<file path="config.mk">
export PLATFORM = sky130hd
export DESIGN_NAME = pipe_reg_hs
export DESIGN_NICKNAME = d
export VERILOG_FILES = /design/src/rtl/pipe_pkg.sv /design/src/rtl/pipe_stage.sv /design/src/rtl/pipe_reg_hs.sv
export SDC_FILE = /design/constraint.sdc
export NUM_CORES = 1
export LEC_CHECK = 0
export ABC_AREA = 1
export CAP_MARGIN = 0
export CORE_ASPECT_RATIO = 1.5
export CORE_UTILIZATION = 57
export DETAILED_ROUTE_END_ITERATION = 10
export MAX_ROUTING_LAYER = met4
export PLACE_DENSITY = 0.82
export SKIP_CTS_REPAIR_TIMING = 1
export SLEW_MARGIN = 0
export SYNTH_ARGS = -nofsm -noshare
export SYNTH_HDL_FRONTEND = slang
export SYNTH_SLANG_ARGS = --single-unit
export TNS_END_PERCENT = 5
</file>
<file path="constraint.sdc">
create_clock -name clk -period 4.9 [get_ports clk]
set_input_delay 0.98 -clock clk [delete_from_list [all_inputs] [get_ports clk]]
set_output_delay 0.98 -clock clk [all_outputs]
set_load 0.1 [all_outputs]
</file>
<file path="src/rtl/pipe_pkg.sv">
// Shared limits, helpers and elaboration-time parameter checks for the
// handshaked pipeline register family.
`ifndef PIPE_PKG_SV
`define PIPE_PKG_SV

// Expands to generate-time checks; an out-of-range value stops elaboration.
`define PIPE_CHECK_PARAMS(W_, DEPTH_) \
    if ((W_) < 1 || (W_) > pipe_pkg::MAX_W) begin : g_bad_w \
        $error("pipe: W=%0d outside 1..%0d", (W_), pipe_pkg::MAX_W); \
    end \
    if ((DEPTH_) < 1 || (DEPTH_) > pipe_pkg::MAX_DEPTH) begin : g_bad_depth \
        $error("pipe: DEPTH=%0d outside 1..%0d", (DEPTH_), pipe_pkg::MAX_DEPTH); \
    end

`endif

package pipe_pkg;

    localparam int MAX_DEPTH = 16;
    localparam int MAX_W     = 128;

    // Ceiling log2, never narrower than one bit so counters stay legal.
    function automatic int clog2(input int n);
        int r = 0;
        while ((1 << r) < n) r++;
        return (r < 1) ? 1 : r;
    endfunction

endpackage

</file>
<file path="src/rtl/pipe_stage.sv">
// One pipeline slot: a valid bit plus an enable-gated data register that
// only captures when a valid item is loaded, so bubbles never toggle data.
module pipe_stage #(
    parameter int W = 32
) (
    input  logic         clk,
    input  logic         rst,
    input  logic         load,
    input  logic         vin,
    input  logic [W-1:0] din,
    output logic         vout,
    output logic [W-1:0] dout
);

    logic         v_q;
    logic [W-1:0] d_q;

    always_ff @(posedge clk or posedge rst) begin
        if (rst) begin
            v_q <= 1'b0;
            d_q <= '0;
        end else if (load) begin
            v_q <= vin;
            if (vin) begin
                d_q <= din;
            end
        end
    end

    assign vout = v_q;
    assign dout = d_q;

endmodule

</file>
<file path="src/rtl/pipe_reg_hs.sv">
// Multi-stage valid/ready pipeline register with bubble collapsing,
// synchronous flush and an occupancy count.
module pipe_reg_hs
    import pipe_pkg::*;
#(
    parameter  int W     = 32,
    parameter  int DEPTH = 3,
    localparam int CW    = clog2(DEPTH + 1)
) (
    input  logic          clk,
    input  logic          rst,
    input  logic          clr,
    input  logic          in_valid,
    output logic          in_ready,
    input  logic [W-1:0]  in_data,
    output logic          out_valid,
    input  logic          out_ready,
    output logic [W-1:0]  out_data,
    output logic [CW-1:0] occupancy
);

    `PIPE_CHECK_PARAMS(W, DEPTH)

    logic [DEPTH-1:0] v;
    logic [DEPTH-1:0] mv;
    logic [DEPTH-1:0] load;
    logic [DEPTH-1:0] vin;
    logic [W-1:0]     d   [DEPTH];
    logic [W-1:0]     din [DEPTH];
    logic [CW-1:0]    occ_q;
    logic [CW-1:0]    occ_d;
    logic             in_hs;
    logic             out_hs;

    // A stage may move when any stage from it to the output is empty or the
    // sink is ready; the out_ready -> in_ready path is purely combinational.
    always_comb begin
        logic tail_full;
        mv        = '0;
        tail_full = 1'b1;
        for (int i = DEPTH - 1; i >= 0; i--) begin
            tail_full = tail_full && v[i];
            mv[i]     = out_ready || !tail_full;
        end
    end

    for (genvar i = 0; i < DEPTH; i++) begin : g_stage
        if (i == 0) begin : g_head
            assign vin[i] = in_valid && !clr;
            assign din[i] = in_data;
        end else begin : g_body
            assign vin[i] = v[i-1] && !clr;
            assign din[i] = d[i-1];
        end

        // Flush forces a load of an invalid item, which clears v and holds d.
        assign load[i] = mv[i] || clr;

        pipe_stage #(
            .W(W)
        ) u_stage (
            .clk  (clk),
            .rst  (rst),
            .load (load[i]),
            .vin  (vin[i]),
            .din  (din[i]),
            .vout (v[i]),
            .dout (d[i])
        );
    end

    assign in_ready  = mv[0] && !clr;
    assign out_valid = v[DEPTH-1];
    assign out_data  = d[DEPTH-1];
    assign in_hs     = in_valid && in_ready;
    assign out_hs    = out_valid && out_ready;

    always_comb begin
        occ_d = occ_q;
        if (clr) begin
            occ_d = '0;
        end else begin
            occ_d = occ_q + CW'(in_hs) - CW'(out_hs);
        end
    end

    always_ff @(posedge clk or posedge rst) begin
        if (rst) begin
            occ_q <= '0;
        end else begin
            occ_q <= occ_d;
        end
    end

    assign occupancy = occ_q;

endmodule

</file>
==> results of run 1 <==
-- tightest hold or removal path, delay by kind of cell, from the launching register on --
| kind | cells | cell delay [ns] |
|---|---|---|
| DFF | 1 | 0.35 |
| and+or+nand+nor | 2 | 0.09 |
-- Yosys cell counts (all sizes together) --
cell and n:
dfrtp 101, nand2 204, clkbuf 3, nand3 99, buf 56, inv 10, or2 1, a21oi 2
nor2 6, ha 2
-- power breakdown --
part           internal (mW)  switching, mW
clock                  0.234          0.258
combinational          0.198          0.643
sequential             0.983         0.0856
total                   1.42          0.986
-- kinds of logic after synthesis --
group / count (synthesis) / synth area share
AO/OA/AOI/OAI: 2 / 0.002327
adder cells (fa/ha/maj): 2 / 0.005816
buffers and inverters: 69 / 0.09686
flip-flops: 101 / 0.5875
AND/OR/NAND/NOR: 310 / 0.3074
-- worst max-delay path by stage --
stage,startpoint,endpoint
3_3_place_gp,clr,occupancy[0]
2_1_floorplan,rst,g_stage[0].u_stage.dout[0]
4_1_cts,out_ready,in_ready
5_1_grt,clr,g_stage[1].u_stage.dout[20]
3_5_place_dp,clr,g_stage[1].u_stage.dout[24]
6_report,clr,g_stage[1].u_stage.dout[31]
-- layer usage --
metal	vias up	wire, µm	global-route usage
met5	-	0	-
met4	0	165	0.1092
met3	13	431	0.05405
met2	111	4193	0.3765
met1	1485	3553	0.3155
li1	1557	-	-
-- final cells by class --
class | instances | area (µm²)
Tap cell | 100 | 125.1
Multi-Input combinational cell | 314 | 1360
Inverter | 10 | 40.04
Sequential cell | 101 | 2527
Timing Repair Buffer | 75 | 740.7
Fill cell | 595 | 2297
Clock buffer | 13 | 178.9
Clock inverter | 1 | 5.005
-- registers in the layout (all words and copies together), names as in the netlist --
name / flops
g_stage.u_stage.vout: 3
occupancy: 2
g_stage.u_stage.dout: 96
==> results.toml, run 1 <==
[outcome]
status = "complete, no violations"

[timing]
setup_viol = 0
hold_viol_final = 0
report.final.slew_viol_count = 0
tns_ns = 0
timing.final.crit_period_ns = 3.076
fin_hold_ws_ns = 0.4714
finalWorstSetupSlack_ns = 1.824
slew_headroom = 0.1868
fin_worst_skew_ns = 0.007634
clock.fmax_ghz = 0.3251
worst_pin_slew_ns = 1.218
post-route-period-util = 0.6278
rsz0062_at_grt = "no"

[clock_network]
cts_buffer_depth = 2
clk_pin_slew_ns = 0.08
cts_made_buffers = 9
cts_max_level = 3
clk-insertion-delay-late_ns = 0.36
cts_num_sinks = 101
cts_root_buf = "clkbuf_8"
cts_tree = "built"

[place]
dpl_cell_area_mm2 = 0.004793
port_buffers = 72
pre_cts_slack_ns = 1.497
gp_congestion = 0.7810
post-dp-hpwl_um = 5350
dpl.cell_count = 600

[synth]
synth.cell_area_mm2 = 0.004302
yosysWarnings = 0
avgSynthCellArea_um2 = 8.888
seq_area_frac_synth = 0.5876
synthTopCellsByArea = "dfrtp_1 59%, nand2_1 17%, nand3_1 11%"
synth_nets = 523
syn_inst = 484
yosysTopAreaCellShare = 0.5876
synth-seq-cells = 101
synth.distinct_cells = 16
synth_area_leader_cell = "dfrtp_1"

[global_routing]
grt_use_total = 0.2462
grt_pass1_vias = 3008
grt_pass1_wl_um = 14060
gr-total-overflow = 0
grt_max_degree = 81
antenna_found_initial = 0

[critical_path]
crit_path_start_kind = "primary input"
required_ns = 5.20
cp_max_fo = 34
critical-path-top-delay-family = "simple AND/OR/NAND/NOR gates"
crit_path_end_kind = "register"
critPathKind = "primary input to register"
r2r_start = "g_stage[1].u_stage.vout"
crit_chain = "clkdlybuf4s50_1, nor2_4, buf_4, nand2_2, nand2_2, nand2_1, nand2_1"
r2r_end = "g_stage[1].u_stage.dout[31]"
critPathBufInv = 2
cp.depth = 7
slowest_delay_ns = 0.64
cp_slowest_cell = "nand2_2"
r2r_slack_ns = 2.64
r2r_cells = 7
cp.arrival_ns = 3.37

[cells_and_area]
post-route-util = 0.6842
syn2layout_area_growth_pct = 15.71
layout_common_cells = "200 x nand2_1, 101 x dfrtp_1, 97 x nand3_1"
nNetsFinal = 550
layout.cells.non_filler = 614
final_area_mm2 = 0.004977
n_antenna_cell = 0
final_common_cell = "nand2_1"
drive_gt1_frac = 0.06031

[floorplanning]
die_w_um = 72.93
fp.dieH_um = 108.4
die_area_mm2 = 0.007905
io_pins = 73
core_area_mm2 = 0.007274
rows = 38
start_util = 0.5913

[route]
dr_total_vias = 3166
drt-initial-drc-count = 248
viasPerCell = 5.156
wl_per_cell_um = 13.59
routed_wl_um = 8343
final_antenna_net_count = 0
dr.pass1.iters = 7
drcViolationCount = 0

[worst_hold_path]
worstHoldStart = "g_stage[2].u_stage.dout[6]"
whs_endpoint = "g_stage[2].u_stage.dout[6]"
whs_path_depth = 2
hold_path.class = "register to register"

[pwr]
p_leak_nw = 2.605
pwr_density_cell_mw_per_mm2 = 482.5
ir_drop_uv = 240.4
power_mw = 2.401

[run]
cap_violations = 0
No activity file was read; power rests on OpenSTA's default activity.
==> inputs of run 2 (changes only) <==
--- a/config.mk
+++ b/config.mk
@@ -8,10 +8,10 @@
 export ABC_AREA = 1
 export CAP_MARGIN = 0
 export CORE_ASPECT_RATIO = 1.5
-export CORE_UTILIZATION = 57
+export CORE_UTILIZATION = 53
 export DETAILED_ROUTE_END_ITERATION = 10
 export MAX_ROUTING_LAYER = met4
-export PLACE_DENSITY = 0.82
+export PLACE_DENSITY = 0.77
 export SKIP_CTS_REPAIR_TIMING = 1
 export SLEW_MARGIN = 0
 export SYNTH_ARGS = -nofsm -noshare
==> constraint.sdc (replaced) <==
create_clock -name clk -period 3 [get_ports clk]
set_input_delay 0.6 -clock clk [delete_from_list [all_inputs] [get_ports clk]]
set_output_delay 0.6 -clock clk [all_outputs]
set_load 0.1 [all_outputs]
==> run 2 against run 1 <==
Worst setup slack worse by 1.1 ns. Global-route usage down 0.69 points. Hold slack lost 0.0019 ns. Die area grew 7.4%. Final cell count up 1.6%. First-iteration DRC count decreased by 5.6%. Critical endpoint is now in_ready. Highest routed layer unchanged.
==> results.toml, run 2 (same netlist as run 1, synthesis figures left out) <==
[cells_and_area]
multi_input_area_mm2 = 0.001360
layout_common_cells = "200 x nand2_1, 101 x dfrtp_1, 97 x nand3_1"
layout.cells.non_filler = 624
drive_gt1_frac = 0.1379
syn2layout_area_growth_pct = 17.45
final_area_mm2 = 0.005052
regArea_mm2 = 0.002527
fillers = 659
largest_reg_flops = 96
final_common_cell = "nand2_1"
n_antenna_cell = 0
nNetsFinal = 556

[critical_path]
startpoint = "clr"
critPathBufInv = 2
cp_max_fo = 6
cp.arrival_ns = 1.69
r2r_start = "g_stage[2].u_stage.vout"
critical-path-top-delay-family = "buffers and inverters"
slowest_delay_ns = 0.57
crit_chain = "clkdlybuf4s50_1, a21oi_1, buf_12"
required_ns = 2.40
crit_path_end_kind = "primary output"
cp_slowest_cell = "clkdlybuf4s50_1"
crit_path_start_kind = "primary input"
critPathKind = "primary input to primary output"

[floorplanning]
rows = 39
io_pins = 73
start_util = 0.5544
fp.dieH_um = 112.3
die_area_mm2 = 0.008488
core_area_mm2 = 0.007759
die_w_um = 75.56

[place]
pre_cts_slack_ns = 0.7154
dpl_cell_area_mm2 = 0.004792
gp_congestion = 0.7806
dpl.cell_count = 608
post-dp-hpwl_um = 5359
port_buffers = 72

[timing]
report.final.slew_viol_count = 0
clock.fmax_ghz = 0.4366
finalWorstSetupSlack_ns = 0.7098
hold_viol_final = 0
fin_worst_skew_ns = 0.004196
setup_viol = 0
worst_pin_slew_ns = 0.7082
tns_ns = 0
rsz0062_at_grt = "no"
fin_hold_ws_ns = 0.4695
slew_headroom = 0.5268
timing.final.crit_period_ns = 2.290
post-route-period-util = 0.7634

[pwr]
combPwrFrac = 0.326
pwr_density_cell_mw_per_mm2 = 815.1
p_leak_nw = 2.730
ir_drop_uv = 440.5
power_frac_clock = 0.250
p_sw_mw = 1.661
power_frac_seq = 0.424
p_int_mw = 2.457
swShare = 0.4033

[clock_network]
cts_tree = "built"
cts_num_sinks = 101
cts_buffer_depth = 2
clk_pin_slew_ns = 0.06
cts_made_buffers = 9
cts_root_buf = "clkbuf_16"
cts_max_level = 3
clk-insertion-delay-late_ns = 0.34

[outcome]
status = "complete, no violations"

[global_routing]
grt_pass1_vias = 3246
grt_pass1_wl_um = 14730
antenna_found_initial = 0
grt_use_total = 0.2394
gr-total-overflow = 0
grt_max_degree = 38

[run]
cap_violations = 0

[route]
drcViolationCount = 0
viasPerCell = 5.186
final_antenna_net_count = 0
routed_wl_um = 8504
wl_per_cell_um = 13.63
dr.pass1.iters = 4
dr_total_vias = 3236
drt-initial-drc-count = 234

[worst_hold_path]
hold_path.class = "register to register"
worstHoldStart = "g_stage[2].u_stage.dout[11]"
==> run 2: cell types whose count changed in the layout (fill, tap and decap cells not counted), sizes merged <==
cell and change:
buf +41, clkinvlp +2, clkdlybuf4s50 -35, inv -1, clkbuf -2, clkinv +3
==> run 2: per-stage QoR <==
step / power (mW) / utilization
after floorplan: 2.955 / -
after global placement: 3.095 / 0.6176
after detailed placement: 3.119 / 0.6176
after CTS: 4.147 / 0.6512
after global routing: 4.306 / 0.6512
final: 4.118 / 0.6512
==> run 2: tightest hold or removal path, stage by stage, from the launching register on <==
cell	delay, ns
dfrtp_1	0.34
nand2_1	0.05
nand2_1	0.04
==> run 2: final timing paths <==
path,depth (start not counted),endpoint,slack (ns)
min in group asynchronous,2,g_stage[1].u_stage.dout[16],0.72
worst max-delay path,3,in_ready,0.71
max in group asynchronous,3,g_stage[2].u_stage.dout[2],1.68
worst min-delay path,2,g_stage[2].u_stage.dout[11],0.47
worst min register to register,2,g_stage[2].u_stage.dout[11],0.47
worst max register to register,10,occupancy[1],1.42
==> run 2: final cells by class <==
| class | instances | area share |
|---|---|---|
| flip-flops and latches | 101 | 0.5002 |
| multi-input cells | 314 | 0.2692 |
| repair buffers | 81 | 0.1456 |
| clock buffers | 11 | 0.04606 |
| well taps | 102 | 0.02526 |
| inverters | 10 | 0.008172 |
| clock inverters | 5 | 0.005448 |
==> run 2: routing by layer <==
layer	part of all wire	vias up	GRT usage
met5	0	-	-
met4	0.019	0	0.1012
met3	0.066	13	0.05925
met2	0.51	106	0.3833
met1	0.40	1537	0.2825
li1	-	1580	-
==> run 2: power groups by stage <==
| stage | Combinational, mW | Clock [mW] | Sequential, mW |
|---|---|---|---|
| global route | 1.42 | 1.11 | 1.78 |
| finish | 1.34 | 1.03 | 1.75 |
| floorplan | 1.20 | 0 | 1.75 |
| CTS | 1.35 | 1.05 | 1.75 |
| detailed placement | 1.35 | 0 | 1.77 |
| global placement | 1.33 | 0 | 1.76 |
==> inputs of run 3 (changes only) <==
--- a/config.mk
+++ b/config.mk
@@ -8,10 +8,10 @@
 export ABC_AREA = 1
 export CAP_MARGIN = 0
 export CORE_ASPECT_RATIO = 1.5
-export CORE_UTILIZATION = 53
+export CORE_UTILIZATION = 48
 export DETAILED_ROUTE_END_ITERATION = 10
 export MAX_ROUTING_LAYER = met4
-export PLACE_DENSITY = 0.77
+export PLACE_DENSITY = 0.73
 export SKIP_CTS_REPAIR_TIMING = 1
 export SLEW_MARGIN = 0
 export SYNTH_ARGS = -nofsm -noshare
==> constraint.sdc (replaced) <==
create_clock -name clk -period 2 [get_ports clk]
set_input_delay 0.4 -clock clk [delete_from_list [all_inputs] [get_ports clk]]
set_output_delay 0.4 -clock clk [all_outputs]
set_load 0.1 [all_outputs]
==> run 3 against run 2 <==
Worst setup slack worse by 0.50 ns. Global-route usage is 1.9 points lower. Sequential share of layout area fell by 1.1 points. First-iteration DRC count decreased by 8.1%. Flip-flop and latch count did not move. Critical path depth increased by 1. Critical endpoint unchanged. Largest cell class unchanged.
==> results.toml, run 3 (same netlist as run 1, synthesis figures left out) <==
[outcome]
status = "complete, no violations"

[place]
port_buffers = 72
post-dp-hpwl_um = 5494
gp_congestion = 0.7764

[critical_path]
required_ns = 1.60
critPathBufInv = 2
r2r_start = "g_stage[2].u_stage.vout"
r2r_end = "occupancy[1]"
slowest_delay_ns = 0.49
crit_end = "in_ready"
cp.arrival_ns = 1.39
r2r_cells = 9
critPathKind = "primary input to primary output"
critical-path-top-delay-family = "buffers and inverters"
crit_chain = "clkdlybuf4s50_1, nor2_2, a21oi_1, buf_12"
r2r_slack_ns = 0.50
crit_path_start_kind = "primary input"
cp_slowest_cell = "clkdlybuf4s50_1"
crit_path_end_kind = "primary output"
cp.depth = 4
startpoint = "out_ready"
cp_max_fo = 3

[route]
drt-initial-drc-count = 215
dr_total_vias = 3145
routed_wl_um = 8722
final_antenna_net_count = 0
dr.pass1.iters = 4
wl_per_cell_um = 13.82
viasPerCell = 4.984
drcViolationCount = 0

[timing]
post-route-period-util = 0.8931
clock.fmax_ghz = 0.5598
slew_headroom = 0.6534
fin_worst_skew_ns = 0.005214
setup_viol = 0
report.final.slew_viol_count = 0
hold_viol_final = 0
tns_ns = 0
timing.final.crit_period_ns = 1.786
worst_pin_slew_ns = 0.5198
rsz0062_at_grt = "no"

[clock_network]
cts_tree = "built"
cts_max_level = 3
cts_buffer_depth = 2
clk-insertion-delay-late_ns = 0.34
cts_num_sinks = 101
cts_root_buf = "clkbuf_16"
cts_made_buffers = 9
clk_pin_slew_ns = 0.06

[cells_and_area]
final_common_cell = "nand2_1"
n_antenna_cell = 0
drive_gt1_frac = 0.1374
largest_reg_flops = 96
fillers = 770
syn2layout_area_growth_pct = 20.19
layout_common_cells = "200 x nand2_1, 101 x dfrtp_1, 97 x nand3_1"
nNetsFinal = 559

[floorplanning]
core_area_mm2 = 0.008567
rows = 41
io_pins = 73
start_util = 0.5021
die_area_mm2 = 0.009352
die_w_um = 79.30
fp.dieH_um = 117.9

[pwr]
p_leak_nw = 2.775
pwr_density_cell_mw_per_mm2 = 1204
ir_drop_uv = 764.1
power_mw = 6.225

[global_routing]
grt_use_total = 0.2199
antenna_found_initial = 0
grt_max_degree = 102
grt_pass1_vias = 3253
gr-total-overflow = 0
grt_pass1_wl_um = 15190

[run]
cap_violations = 0

[worst_hold_path]
hold_path.class = "register to register"
run 3: cell types whose count changed in the layout (fill, tap and decap cells not counted), sizes merged:
cell	change
buf	+3
clkbuf	+3
clkinv	-4
run 3: metal layers:
| layer | wire length [µm] | vias up | global-route usage |
|---|---|---|---|
| li1 | - | 1579 | - |
| met1 | 3845 | 1496 | 0.2686 |
| met2 | 4398 | 58 | 0.3497 |
| met3 | 302 | 12 | 0.04341 |
| met4 | 174 | 0 | 0.09773 |
| met5 | 0 | - | - |
run 3: final cells by class:
cell class	instances	area, µm²	area share
clock buffer	14	254.0	0.04913
clock inverter	1	7.507	0.001452
inverter	10	41.29	0.007986
multi-input combinational	314	1360	0.2631
sequential	101	2527	0.4889
tap	107	133.9	0.02590
timing repair buffer	84	845.8	0.1636
run 3: how the worst min path moves through the flow:
stage / end / start / cells past startpoint
global placement: g_stage[1].u_stage.dout[13] / g_stage[1].u_stage.dout[13] / 2
detailed placement: g_stage[1].u_stage.dout[6] / g_stage[1].u_stage.dout[6] / 2
CTS: g_stage[1].u_stage.dout[12] / g_stage[1].u_stage.dout[12] / 2
global route: g_stage[2].u_stage.dout[28] / g_stage[2].u_stage.dout[28] / 2
finish: g_stage[0].u_stage.dout[24] / g_stage[0].u_stage.dout[24] / 2
floorplan: g_stage[0].u_stage.dout[0] / g_stage[0].u_stage.dout[0] / 2
run 3: power breakdown:
group          internal (mW)  switching, mW  total [mW]
Sequential              2.41          0.209        2.62
Clock                  0.873          0.699        1.57
Combinational          0.453           1.58        2.03
Total                   3.74           2.49        6.23
run 3: per-stage QoR:
step / setup WS (ns) / area, µm² / hold slack, ns / util / cells
finish: 0.2138 / 5170 / 0.4706 / 0.6035 / 631
CTS: 0.2075 / 5170 / 0.4745 / 0.6035 / 631
global route: 0.1525 / 5170 / 0.4926 / 0.6035 / 631
global placement: 0.1702 / 4908 / 0.4542 / 0.5730 / 616
detailed placement: 0.09311 / 4908 / 0.4590 / 0.5730 / 616
floorplan: -0.8580 / 4305 / 0.4427 / - / 484
run 3: worst reg2reg max path, stage by stage (launching register included):
cell     delay (ns)
dfrtp_1        0.41
inv_1          0.08
nor2_2         0.04
nand2_1        0.06
nand3_2        0.07
ha_1           0.27
inv_1          0.04
ha_1           0.19
a21oi_1        0.14
nor2_1         0.07
